File: src/rtl/y_event_tally_pkg.sv
// Shared definitions for the Y-vector event tally: FSM states, channel indices
// and the set of decoder codes that the upstream abc->Y decoder may legally emit.
package y_event_tally_pkg;

  typedef enum logic {
    ST_IDLE = 1'b0,
    ST_DUMP = 1'b1
  } state_e;

  localparam int CH_Y1   = 0;
  localparam int CH_Y2   = 1;
  localparam int CH_Y3   = 2;
  localparam int CH_Y4   = 3;
  localparam int CH_ZERO = 4;
  localparam int NCH     = 5;

  localparam logic [2:0] IDX_LAST = 3'(CH_ZERO);

  localparam logic [3:0] Y_NONE = 4'b0000;
  localparam logic [3:0] Y_1    = 4'b0001;
  localparam logic [3:0] Y_2    = 4'b0010;
  localparam logic [3:0] Y_3    = 4'b0100;
  localparam logic [3:0] Y_12   = 4'b0011;

  function automatic logic y_is_legal(input logic [3:0] y);
    return (y == Y_NONE) || (y == Y_1) || (y == Y_2) || (y == Y_3) || (y == Y_12);
  endfunction

endpackage

File: src/rtl/y_event_tally_sat_counter.sv
// Saturating up-counter with synchronous clear; holds at all-ones instead of wrapping.
module sat_counter #(
  parameter int W = 8
) (
  input  logic         clk,
  input  logic         rst_n,
  input  logic         clr,
  input  logic         inc,
  output logic [W-1:0] q
);

  // Count register: reset and clear dominate, increment stops at full scale.
  always_ff @(posedge clk) begin
    if (!rst_n) begin
      q <= '0;
    end else if (clr) begin
      q <= '0;
    end else if (inc && (q != {W{1'b1}})) begin
      q <= q + 1'b1;
    end
  end

endmodule

File: src/rtl/y_event_tally.sv
// Tallies decoded Y samples per output line plus an all-zero tally, flags
// illegal codes, and on request streams the five tallies out and clears.
module y_event_tally
  import y_event_tally_pkg::*;
#(
  parameter int CW = 8
) (
  input  logic          clk,
  input  logic          rst_n,
  input  logic          in_valid,
  output logic          in_ready,
  input  logic [3:0]    in_y,
  input  logic          dump_req,
  output logic          out_valid,
  input  logic          out_ready,
  output logic [2:0]    out_idx,
  output logic [CW-1:0] out_cnt,
  output logic          out_last,
  output logic          busy,
  output logic          err_illegal
);

  state_e           state_q, state_d;
  logic             out_valid_q, out_valid_d;
  logic [2:0]       out_idx_q, out_idx_d;
  logic             err_q, err_d;
  logic             accept;
  logic             clr;
  logic [NCH-1:0]   inc;
  logic [CW-1:0]    cnt [NCH];

  assign in_ready = (state_q == ST_IDLE);
  assign accept   = in_valid & in_ready;

  // Per-channel increment strobes; the zero channel counts the decoder default path.
  always_comb begin
    inc          = '0;
    inc[CH_Y1]   = accept & in_y[CH_Y1];
    inc[CH_Y2]   = accept & in_y[CH_Y2];
    inc[CH_Y3]   = accept & in_y[CH_Y3];
    inc[CH_Y4]   = accept & in_y[CH_Y4];
    inc[CH_ZERO] = accept & (in_y == Y_NONE);
  end

  for (genvar g = 0; g < NCH; g++) begin : g_cnt
    sat_counter #(.W(CW)) u_cnt (
      .clk   (clk),
      .rst_n (rst_n),
      .clr   (clr),
      .inc   (inc[g]),
      .q     (cnt[g])
    );
  end

  // Next-state logic: enter DUMP on request, walk the word index, clear after the last word.
  always_comb begin
    state_d     = state_q;
    out_valid_d = out_valid_q;
    out_idx_d   = out_idx_q;
    clr         = 1'b0;
    err_d       = err_q | (accept & ~y_is_legal(in_y));
    case (state_q)
      ST_IDLE: begin
        if (dump_req) begin
          state_d     = ST_DUMP;
          out_valid_d = 1'b1;
          out_idx_d   = '0;
        end
      end
      ST_DUMP: begin
        if (out_valid_q && out_ready) begin
          if (out_idx_q == IDX_LAST) begin
            state_d     = ST_IDLE;
            out_valid_d = 1'b0;
            out_idx_d   = '0;
            clr         = 1'b1;
            err_d       = 1'b0;
          end else begin
            out_idx_d = out_idx_q + 3'd1;
          end
        end
      end
      default: state_d = ST_IDLE;
    endcase
  end

  // State and readout registers.
  always_ff @(posedge clk) begin
    if (!rst_n) begin
      state_q     <= ST_IDLE;
      out_valid_q <= 1'b0;
      out_idx_q   <= '0;
      err_q       <= 1'b0;
    end else begin
      state_q     <= state_d;
      out_valid_q <= out_valid_d;
      out_idx_q   <= out_idx_d;
      err_q       <= err_d;
    end
  end

  // Output word mux; counters are frozen during DUMP so the selected value is a stable snapshot.
  always_comb begin
    out_cnt = '0;
    if (out_valid_q) begin
      for (int i = 0; i < NCH; i++) begin
        if (out_idx_q == 3'(i)) out_cnt = cnt[i];
      end
    end
  end

  assign out_valid   = out_valid_q;
  assign out_idx     = out_idx_q;
  assign out_last    = out_valid_q & (out_idx_q == IDX_LAST);
  assign busy        = (state_q == ST_DUMP);
  assign err_illegal = err_q;

endmodule

File: config.mk
export PLATFORM = sky130hd
export DESIGN_NAME = y_event_tally
export DESIGN_NICKNAME = d
export VERILOG_FILES = /design/src/rtl/y_event_tally_pkg.sv /design/src/rtl/y_event_tally_sat_counter.sv /design/src/rtl/y_event_tally.sv
export SDC_FILE = /design/constraint.sdc
export NUM_CORES = 1
export LEC_CHECK = 0
export CAP_MARGIN = 10
export CORE_ASPECT_RATIO = 0.7
export CORE_MARGIN = 5
export CORE_UTILIZATION = 54
export CTS_CLUSTER_DIAMETER = 60
export DETAILED_ROUTE_END_ITERATION = 10
export GPL_ROUTABILITY_DRIVEN = 0
export PLACE_DENSITY = 0.83
export SLEW_MARGIN = 10
export SYNTH_ARGS = -nofsm -noshare
export SYNTH_HDL_FRONTEND = slang
export SYNTH_SLANG_ARGS = --single-unit
File: constraint.sdc
create_clock -name clk -period 2.74 [get_ports clk]
set_input_delay 0.548 -clock clk [delete_from_list [all_inputs] [get_ports clk]]
set_output_delay 0.548 -clock clk [all_outputs]
set_load 0.02 [all_outputs]
==> results of run 1 <==
metal layers:
metal	GRT usage, %	share of wire (%)
met5	0	0
met4	8.65	1.7
met3	5.42	8.4
met2	32.9	40
met1	32.4	50
placed cells by master, fill, tap and decap left out, drive strengths merged, types with 6 or more instances in the layout:
cell type	instances
o21ai	33
clkdlybuf4s50	16
buf	14
and3	7
a22oi	8
nand3	22
nand2	25
nand4	10
nor3	9
nor2	27
a21oi	38
nand3b	6
dfxtp	46
clkbuf	12
ha	10
inv	22
state kept, by name (all words and copies together), names as in the netlist:
signal,flops
busy,1
out_idx,3
err_illegal,1
out_valid,1
g_cnt.u_cnt.q,40
cell usage after synthesis, drive strengths merged, types with 2 or more instances:
library cell	instances
inv	22
o211a	4
clkbuf	14
xnor2	4
or3	5
a21oi	38
nor4	4
ha	10
o21bai	3
or2	2
nor3	9
nand4	10
and4	2
nand4b	2
nand2	25
nand3b	6
nand3	22
a31oi	4
a2111oi	3
mux2i	4
a211oi	5
dfxtp	46
o21ai	33
nand2b	2
nor2	27
or4	2
buf	3
a22oi	8
a311oi	2
xor2	3
and4b	3
o31ai	3
and3	7
worst register-to-register path: stages, from the launching register on:
cell and delay, ns:
sky130_fd_sc_hd__dfxtp_1 0.44, sky130_fd_sc_hd__inv_1 0.13, sky130_fd_sc_hd__ha_1 0.31, sky130_fd_sc_hd__and3_1 0.27, sky130_fd_sc_hd__a31o_2 0.25, sky130_fd_sc_hd__buf_4 0.24
sky130_fd_sc_hd__a311oi_1 0.26
metrics by stage:
step | power (mW) | util [%]
after detailed placement | 0.832 | 63.5
after global placement | 0.829 | 63.5
after floorplan | 0.776 | -
final | 1.43 | 65.8
after CTS | 1.43 | 66.4
after global routing | 1.48 | 65.8
logic make-up after synthesis:
group / share of synthesized area (%)
buffers and inverters: 5.56
muxes: 1.91
and+or+nand+nor: 26.6
adders and majority gates: 4.67
DFF: 34.4
AOI/OAI and AO/OA: 24.6
xor gates and xnor gates: 2.29
final timing paths:
path         cells past startpoint  slack [ns]   startpoint                  end
max reg2reg                      6        0.74   out_idx[1]  g_cnt[4].u_cnt.q[2]
min                              2        0.47  err_illegal          err_illegal
max                              4         0.1   out_idx[1]             out_last
min reg2reg                      2        0.47  err_illegal          err_illegal
area by class of cell:
type / count / area share (%)
well taps: 69 / 2.74
repair buffers: 37 / 9.46
flip-flops and latches: 46 / 29.3
inverters: 22 / 2.62
clock buffers: 5 / 2.19
multi-input cells: 265 / 51.5
clock inverters: 3 / 2.19
repair_timing:
| item | in CTS | in global routing |
|---|---|---|
| gates resized for setup | 15 | 14 |
| pin swaps | 0 | 2 |
| buffers inserted | 0 | 0 |
| endpoints found under the setup margin | 8 | 8 |
power groups by stage:
stage | clock (mW) | combinational [mW] | sequential, mW
CTS | 0.618 | 0.123 | 0.694
detailed placement | 0 | 0.123 | 0.709
global route | 0.644 | 0.136 | 0.696
floorplan | 0 | 0.0649 | 0.711
global placement | 0 | 0.120 | 0.709
finish | 0.609 | 0.124 | 0.694
==> impl_metrics.env, run 1 <==
export IMPL_run_status="finished, final reports clean"
export IMPL_tritoncts_num_sinks=46
export IMPL_worst_path_max_delay_cell="sky130_fd_sc_hd__clkdlybuf4s50_1"
export IMPL_drive_above_1_share_pct=10.1
export IMPL_clock_transition_time_at_the_flip_flop_clock_pins_of_the_worst_setup_and_hold_paths_ns=0.09
export IMPL_postSynth_asyncResetShare_pct=0
export IMPL_crit_type="register to primary output"
export IMPL_critical_path_buf_inv_count=2
export IMPL_pre_cts_setup_slack_ns=0.0302
export IMPL_total_switching_power_mw=0.330
export IMPL_skew_ns=0.00924
export IMPL_worst_slew_pin_transition_ns=0.558
export IMPL_cts_max_path_buffers=2
export IMPL_grt_use_total_pct=22.6
export IMPL_critPathRequiredTime_ns=2.19
export IMPL_final_setup_viol_count=0
export IMPL_grt_overflow=0
export IMPL_place_hpwl_um=5230
export IMPL_initial_standard_cell_utilization_of_the_core_pct=56.0
export IMPL_crit_path_end_kind="primary output"
export IMPL_antenna_found_initial=0
export IMPL_firstDrtPassIters=5
export IMPL_nFillCells=426
export IMPL_power_frac_comb_pct=8.7
export IMPL_layout_nets=396
export IMPL_internal_power_mw=1.10
export IMPL_fmax_ghz=0.378
export IMPL_syn_cell_area_um2=2680
export IMPL_synth_nets=369
export IMPL_netlist_instances=350
export IMPL_area_share_of_the_largest_cell_type_after_synthesis_pct=34.4
export IMPL_power_density_nw_per_um2=454
export IMPL_io_pins=25
export IMPL_cp_arrival_ns=2.10
export IMPL_finalSetupTns_ns=0
export IMPL_clock_power_share_pct=42.7
export IMPL_viasPerCell=6.03
export IMPL_yosys_top_cells_area="sky130_fd_sc_hd__dfxtp_1, sky130_fd_sc_hd__a21oi_1, sky130_fd_sc_hd__o21ai_0, sky130_fd_sc_hd__ha_1, sky130_fd_sc_hd__nand3_1"
export IMPL_critical_path_max_stage_delay_ns=0.64
export IMPL_synth_area_leader_cell="sky130_fd_sc_hd__dfxtp_1"
export IMPL_syn_mean_instance_area_um2=7.66
export IMPL_fin_crit_sh_pct=96.5
export IMPL_cellLeakagePower_nw=1.09
export IMPL_ctsRootBufferMaster="sky130_fd_sc_hd__clkbuf_8"
export IMPL_yosys_most_used_dff="sky130_fd_sc_hd__dfxtp_1"
export IMPL_fin_ws_ns=0.0970
export IMPL_routed_wl_um=6980
export IMPL_post_placement_cell_area_um2=3040
export IMPL_vias=2697
export IMPL_critPathLaunchType="register"
export IMPL_floorplan_die_area_um2=6490
export IMPL_port_buffers=24
export IMPL_first_pass_grt_wire_length_um=11500
export IMPL_multi_input_combinational_cell_area_um2=1620
export IMPL_hold_path_class="register to register"
export IMPL_die_w_um=94.2
export IMPL_area_growth_syn_to_layout_pct=17.4
export IMPL_dpl_cell_count=439
export IMPL_grt_pass1_vias=2470
export IMPL_unrepaired_setup_endpoints_after_global_routing="no"
export IMPL_cts_htree_levels=2
export IMPL_final_seq_area_um2=921
export IMPL_finalHoldWorstSlack_ns=0.469
export IMPL_synth_edff_count=0
export IMPL_detail_route_iter0_violations=277
export IMPL_synth_warning_count=0
export IMPL_drt_drc_violations_left=0
export IMPL_tritoncts="yes"
export IMPL_clkLatencyLatePin_ns=0.31
export IMPL_yosysSeqAreaShare_pct=34.4
export IMPL_chipHeight_um=68.9
export IMPL_grt_start_max_net_pins=34
export IMPL_detail_route_wl_per_cell_um=15.6
export IMPL_synth_distinct_cells=48
export IMPL_core_area_um2=4780
export IMPL_cts_buffers=5
export IMPL_drv_max_cap_violation_count=0
export IMPL_vdd_ir_drop_max_uv=313
export IMPL_final_antenna_net_count=0
export IMPL_synth_seq_cells=46
export IMPL_fin_crit_ns=2.64
export IMPL_std_cell_rows=21
export IMPL_timing_final_max_slew_violations=0
export IMPL_finalInstanceArea_um2=3150
export IMPL_number_of_buffers_added_to_fix_hold_violations_after_cts=0
export IMPL_hold_viol=0
export IMPL_power_switching_share_pct=23.1
export IMPL_critical_path_top_delay_family="buffers and inverters"
export IMPL_timing_critical_path_cells="inv_1 > ha_1 > and3_1 > clkdlybuf4s50_1"
export IMPL_finish_cell_count_without_fillers=447
export IMPL_p_seq_share_pct=48.6
export IMPL_antenna_cells=0
export IMPL_worst_path_max_fanout=10
export IMPL_worst_rel_slew_slack_pct=61.9
(Power assumes the default switching activity.)
==> run 2, diff against run 1 <==
--- a/config.mk
+++ b/config.mk
@@ -12,6 +12,7 @@
 export CTS_CLUSTER_DIAMETER = 60
 export DETAILED_ROUTE_END_ITERATION = 10
 export GPL_ROUTABILITY_DRIVEN = 0
+export GPL_TIMING_DRIVEN = 0
 export PLACE_DENSITY = 0.83
 export SLEW_MARGIN = 10
 export SYNTH_ARGS = -nofsm -noshare
==> impl_metrics.env, run 2 (synthesized netlist as in run 1, its figures left out) <==
export IMPL_floorplan_die_area_um2=6490
export IMPL_clock_transition_time_at_the_flip_flop_clock_pins_of_the_worst_setup_and_hold_paths_ns=0.08
export IMPL_hold_viol=0
export IMPL_run_status="finished, final reports clean"
export IMPL_power_switching_share_pct=25.2
export IMPL_crit_type="register to primary output"
export IMPL_largest_register_ffs=40
export IMPL_clkLatencyLatePin_ns=0.29
export IMPL_finalHoldWorstSlack_ns=0.464
export IMPL_critPathLaunchType="register"
export IMPL_clock_power_share_pct=32.5
export IMPL_core_area_um2=4780
export IMPL_routed_wl_um=7110
export IMPL_grt_overflow=0
export IMPL_area_growth_syn_to_layout_pct=14.8
export IMPL_grt_pass1_vias=2487
export IMPL_place_hpwl_um=5290
export IMPL_finalSetupTns_ns=0
export IMPL_first_pass_grt_wire_length_um=11700
export IMPL_antenna_found_initial=0
export IMPL_final_antenna_net_count=0
export IMPL_timing_final_max_slew_violations=0
export IMPL_ctsRootBufferMaster="sky130_fd_sc_hd__clkbuf_8"
export IMPL_worst_path_max_delay_cell="sky130_fd_sc_hd__dfxtp_1"
export IMPL_die_w_um=94.2
export IMPL_fmax_ghz=0.374
export IMPL_timing_critical_path_cells="ha_1 > ha_2 > or2_4 > a21oi_1 > a22oi_1 > a21oi_1 > clkdlybuf4s15_1"
export IMPL_internal_power_mw=0.903
export IMPL_fin_crit_ns=2.67
export IMPL_layout_nets=395
export IMPL_cellLeakagePower_nw=1.02
export IMPL_detail_route_wl_per_cell_um=16.0
export IMPL_power_frac_comb_pct=10.0
export IMPL_worst_path_most_repeated_cell="sky130_fd_sc_hd__a21oi_1"
export IMPL_worst_path_max_fanout=9
export IMPL_drt_drc_violations_left=0
export IMPL_p_seq_share_pct=57.5
export IMPL_antenna_cells=0
export IMPL_firstDrtPassIters=5
export IMPL_detail_route_iter0_violations=248
export IMPL_grt_use_total_pct=22.9
export IMPL_worst_rel_slew_slack_pct=57.2
export IMPL_grt_start_max_net_pins=13
export IMPL_vias=2790
export IMPL_power_density_nw_per_um2=393
export IMPL_route_layer_met1_wl_um=3370
export IMPL_fin_crit_sh_pct=97.5
export IMPL_cp_arrival_ns=2.12
export IMPL_wire_length_on_met2_um=2980
export IMPL_crit_path_end_kind="primary output"
export IMPL_routed_wl_met3_um=660
export IMPL_drv_max_cap_violation_count=0
export IMPL_critical_path_max_stage_delay_ns=0.36
export IMPL_vdd_ir_drop_max_uv=230
export IMPL_drive_above_1_share_pct=7.45
export IMPL_maxUsedRoutingLayer="met4"
export IMPL_io_pins=25
export IMPL_largest_register="g_cnt.u_cnt.q"
export IMPL_chipHeight_um=68.9
export IMPL_cts_buffers=5
export IMPL_tritoncts="yes"
export IMPL_skew_ns=0.00317
export IMPL_std_cell_rows=21
export IMPL_initial_standard_cell_utilization_of_the_core_pct=56.0
export IMPL_worst_slew_pin_transition_ns=0.636
export IMPL_critPathRequiredTime_ns=2.19
export IMPL_tritoncts_num_sinks=46
export IMPL_cts_max_path_buffers=2
export IMPL_unrepaired_setup_endpoints_after_global_routing="no"
export IMPL_port_buffers=23
export IMPL_layout_commonest_cell="sky130_fd_sc_hd__dfxtp_1"
export IMPL_hold_path_class="register to register"
export IMPL_total_switching_power_mw=0.305
export IMPL_layout_cells_most_common_list="sky130_fd_sc_hd__dfxtp_1, sky130_fd_sc_hd__a21oi_1, sky130_fd_sc_hd__o21ai_0"
export IMPL_viasPerCell=6.27
export IMPL_final_setup_viol_count=0
export IMPL_cts_htree_levels=2
run 2: cell types whose count changed in the layout (fill, tap and decap cells not counted), sizes merged:
cell	delta
buf	-10
clkdlybuf4s50	-1
bufinv	-2
clkbuf	+6
clkinv	-1
clkdlybuf4s15	+6
run 2: path summary, 6_finish.rpt:
kind	from	to	slack [ns]	cells past startpoint
worst min-delay path	err_illegal	err_illegal	0.46	2
worst min register to register	err_illegal	err_illegal	0.46	2
worst max register to register	out_idx[1]	g_cnt[2].u_cnt.q[1]	0.46	7
worst max-delay path	out_idx[1]	out_cnt[7]	0.07	7
run 2: critical path: cells and delay by family, from the launching register on:
kind,cells,cell delay (ns)
fa+ha+maj,2,0.43
simple gates,1,0.28
compound gates,3,0.41
buf+inv,1,0.34
flops,1,0.36
run 2: layer usage:
| layer | up-vias | global-route usage (%) |
|---|---|---|
| li1 | 1343 | - |
| met1 | 1315 | 31.8 |
| met2 | 121 | 34.7 |
| met3 | 11 | 5.97 |
| met4 | 0 | 7.93 |
| met5 | - | 0 |
run 2: per-stage QoR:
stage	area, um2	utilization (%)	instances	setup slack (ns)	total power [mW]
2_1_floorplan	2680	-	350	0.231	0.776
3_3_place_gp	3000	62.7	442	-0.277	0.825
3_5_place_dp	3000	62.7	442	-0.296	0.827
4_1_cts	3080	64.3	447	0.00113	1.21
5_1_grt	3080	64.3	445	0.00317	1.26
6_report	3080	64.3	445	0.0694	1.21
run 2: repair_timing:
action,4_1_cts,5_1_grt
setup endpoints to repair,8,9
buffers inserted,0,0
pin swaps,1,1
resized for setup,28,10
hold buffers,0,0
run 2: layout make-up:
| class | instances | area [um2] |
|---|---|---|
| buffer | 13 | 57.6 |
| clock buffer | 7 | 76.3 |
| multi-input combinational | 265 | 1620 |
| fill | 438 | 1710 |
| tap | 69 | 86.3 |
| timing repair buffer | 23 | 226 |
| sequential | 46 | 923 |
| inverter | 22 | 82.6 |
run 2: power by group through the flow:
stage	clock network (mW)	logic, mW	registers (mW)
final	0.392	0.121	0.694
after global routing	0.433	0.133	0.696
after CTS	0.399	0.119	0.694
after detailed placement	0	0.118	0.709
after global placement	0	0.115	0.709
after floorplan	0	0.0649	0.711
==> run 3, diff against run 2 <==
--- a/config.mk
+++ b/config.mk
@@ -8,12 +8,13 @@
 export CAP_MARGIN = 10
 export CORE_ASPECT_RATIO = 0.7
 export CORE_MARGIN = 5
-export CORE_UTILIZATION = 54
+export CORE_UTILIZATION = 40
 export CTS_CLUSTER_DIAMETER = 60
 export DETAILED_ROUTE_END_ITERATION = 10
 export GPL_ROUTABILITY_DRIVEN = 0
 export GPL_TIMING_DRIVEN = 0
-export PLACE_DENSITY = 0.83
+export PLACE_DENSITY = 0.66
+export SKIP_LAST_GASP = 1
 export SLEW_MARGIN = 10
 export SYNTH_ARGS = -nofsm -noshare
 export SYNTH_HDL_FRONTEND = slang
==> impl_metrics.env, run 3 (synthesized netlist as in run 1, its figures left out) <==
export IMPL_run_status="finished, final reports clean"
export IMPL_cellLeakagePower_nw=1.04
export IMPL_firstDrtPassIters=4
export IMPL_std_cell_rows=25
export IMPL_total_switching_power_mw=0.307
export IMPL_tritoncts="yes"
export IMPL_cts_max_path_buffers=2
export IMPL_critPathRequiredTime_ns=2.19
export IMPL_port_buffers=23
export IMPL_worst_rel_slew_slack_pct=57.8
export IMPL_finalSetupTns_ns=0
export IMPL_power_switching_share_pct=25.0
export IMPL_hold_viol=0
export IMPL_io_pins=25
export IMPL_tritoncts_num_sinks=46
export IMPL_clkLatencyLatePin_ns=0.30
export IMPL_clock_transition_time_at_the_flip_flop_clock_pins_of_the_worst_setup_and_hold_paths_ns=0.08
export IMPL_worst_path_most_repeated_cell="sky130_fd_sc_hd__a21oi_1"
export IMPL_antenna_cells=0
export IMPL_vdd_ir_drop_max_uv=228
export IMPL_grt_use_total_pct=17.4
export IMPL_unrepaired_setup_endpoints_after_global_routing="yes"
export IMPL_first_pass_grt_wire_length_um=11700
export IMPL_layout_commonest_cell="sky130_fd_sc_hd__dfxtp_1"
export IMPL_drive_above_1_share_pct=7.47
export IMPL_final_setup_viol_count=0
export IMPL_grt_start_max_net_pins=13
export IMPL_clock_power_share_pct=33.6
export IMPL_internal_power_mw=0.920
export IMPL_chipHeight_um=78.5
export IMPL_worst_path_max_fanout=9
export IMPL_drv_max_cap_violation_count=0
export IMPL_cts_buffers=5
export IMPL_skew_ns=0.00458
export IMPL_critical_path_max_stage_delay_ns=0.35
export IMPL_grt_pass1_vias=2373
export IMPL_vias=2638
export IMPL_fin_crit_sh_pct=96.2
export IMPL_layout_cells_most_common_list="sky130_fd_sc_hd__dfxtp_1, sky130_fd_sc_hd__a21oi_1, sky130_fd_sc_hd__o21ai_0"
export IMPL_finalHoldWorstSlack_ns=0.478
export IMPL_detail_route_iter0_violations=198
export IMPL_worst_r2r_cell_count=7
export IMPL_routed_wl_um=7170
export IMPL_floorplan_die_area_um2=8460
export IMPL_drt_drc_violations_left=0
export IMPL_largest_register_ffs=40
export IMPL_p_seq_share_pct=56.6
export IMPL_fin_crit_ns=2.63
export IMPL_die_w_um=108
export IMPL_area_growth_syn_to_layout_pct=14.7
export IMPL_largest_register="g_cnt.u_cnt.q"
export IMPL_timing_final_max_slew_violations=0
export IMPL_detail_route_wl_per_cell_um=15.3
export IMPL_grt_overflow=0
export IMPL_cp_arrival_ns=2.09
export IMPL_post_cts_setup_buffer_count=0
export IMPL_crit_path_end_kind="primary output"
export IMPL_ctsRootBufferMaster="sky130_fd_sc_hd__clkbuf_8"
export IMPL_layout_nets=395
export IMPL_power_frac_comb_pct=9.7
export IMPL_final_antenna_net_count=0
export IMPL_worst_slew_pin_transition_ns=0.633
export IMPL_hold_path_class="register to register"
export IMPL_worst_path_max_delay_cell="sky130_fd_sc_hd__dfxtp_2"
export IMPL_critPathLaunchType="register"
export IMPL_power_density_nw_per_um2=399
export IMPL_timing_critical_path_cells="ha_1 > ha_2 > or2_2 > a21oi_1 > a22oi_1 > a21oi_1 > buf_2"
export IMPL_viasPerCell=5.62
export IMPL_cts_htree_levels=2
export IMPL_crit_type="register to primary output"
export IMPL_worst_hold_path_num_cells=2
export IMPL_nFillCells=708
export IMPL_place_hpwl_um=5440
export IMPL_antenna_found_initial=0
export IMPL_core_area_um2=6630
export IMPL_initial_standard_cell_utilization_of_the_core_pct=40.4
export IMPL_fmax_ghz=0.380
run 3: changes by cell type in the layout (fill, tap and decap cells not counted), sizes merged:
cell	before	now
buf	4	11
clkbuf	18	16
clkdlybuf4s15	6	0
run 3: metrics by stage:
stage / utilization (%) / setup slack (ns) / cells / total power [mW] / area, um2
3_3_place_gp: 45.7 / -0.290 / 467 / 0.827 / 3030
6_report: 46.4 / 0.105 / 469 / 1.23 / 3070
2_1_floorplan: - / 0.231 / 350 / 0.776 / 2680
5_1_grt: 46.4 / -0.0397 / 469 / 1.28 / 3070
4_1_cts: 46.7 / 0.0120 / 471 / 1.24 / 3090
3_5_place_dp: 45.7 / -0.292 / 467 / 0.830 / 3030
run 3: cell type report:
| type | instances | area, um2 | share of cell area [%] |
|---|---|---|---|
| plain buffers | 13 | 60.1 | 1.95 |
| inverters | 22 | 82.6 | 2.69 |
| flip-flops and latches | 46 | 923 | 30.0 |
| multi-input cells | 265 | 1620 | 52.5 |
| well taps | 94 | 118 | 3.83 |
| clock buffers | 6 | 82.6 | 2.69 |
| repair buffers | 23 | 193 | 6.27 |
run 3: layer usage:
| metal | up-vias | share of wire [%] | global-route usage (%) |
|---|---|---|---|
| met1 | 1208 | 51 | 25.2 |
| met3 | 11 | 7.1 | 4.60 |
| met2 | 74 | 40 | 24.9 |
| li1 | 1345 | - | - |
| met4 | 0 | 1.8 | 5.42 |
| met5 | - | 0 | 0 |
run 3: final timing paths:
| check | start | end | slack, ns |
|---|---|---|---|
| worst max-delay path | out_idx[0] | out_cnt[3] | 0.11 |
| worst min-delay path | err_illegal | err_illegal | 0.48 |
| worst max register to register | out_idx[1] | g_cnt[2].u_cnt.q[1] | 0.46 |
| worst min register to register | err_illegal | err_illegal | 0.48 |
run 3: power by group through the flow:
| stage | clock, mW | combinational, mW | sequential, mW |
|---|---|---|---|
| floorplan | 0 | 0.0649 | 0.711 |
| global placement | 0 | 0.117 | 0.710 |
| detailed placement | 0 | 0.120 | 0.710 |
| CTS | 0.427 | 0.120 | 0.694 |
| global route | 0.455 | 0.132 | 0.697 |
| finish | 0.413 | 0.120 | 0.695 |
run 3: worst max-delay path: cells and delay by family (launching register included):
| kind | cells | cell delay (ns) |
|---|---|---|
| adders and majority gates | 2 | 0.43 |
| AOI/OAI and AO/OA | 3 | 0.45 |
| and+or+nand+nor | 1 | 0.35 |
| buffers and inverters | 1 | 0.20 |
| DFF | 1 | 0.35 |
run 3: repair_timing:
item,4_1_cts,5_1_grt
hold buffers,0,0
pin swaps,0,1
gates resized for setup,35,9
setup endpoints to repair,8,8
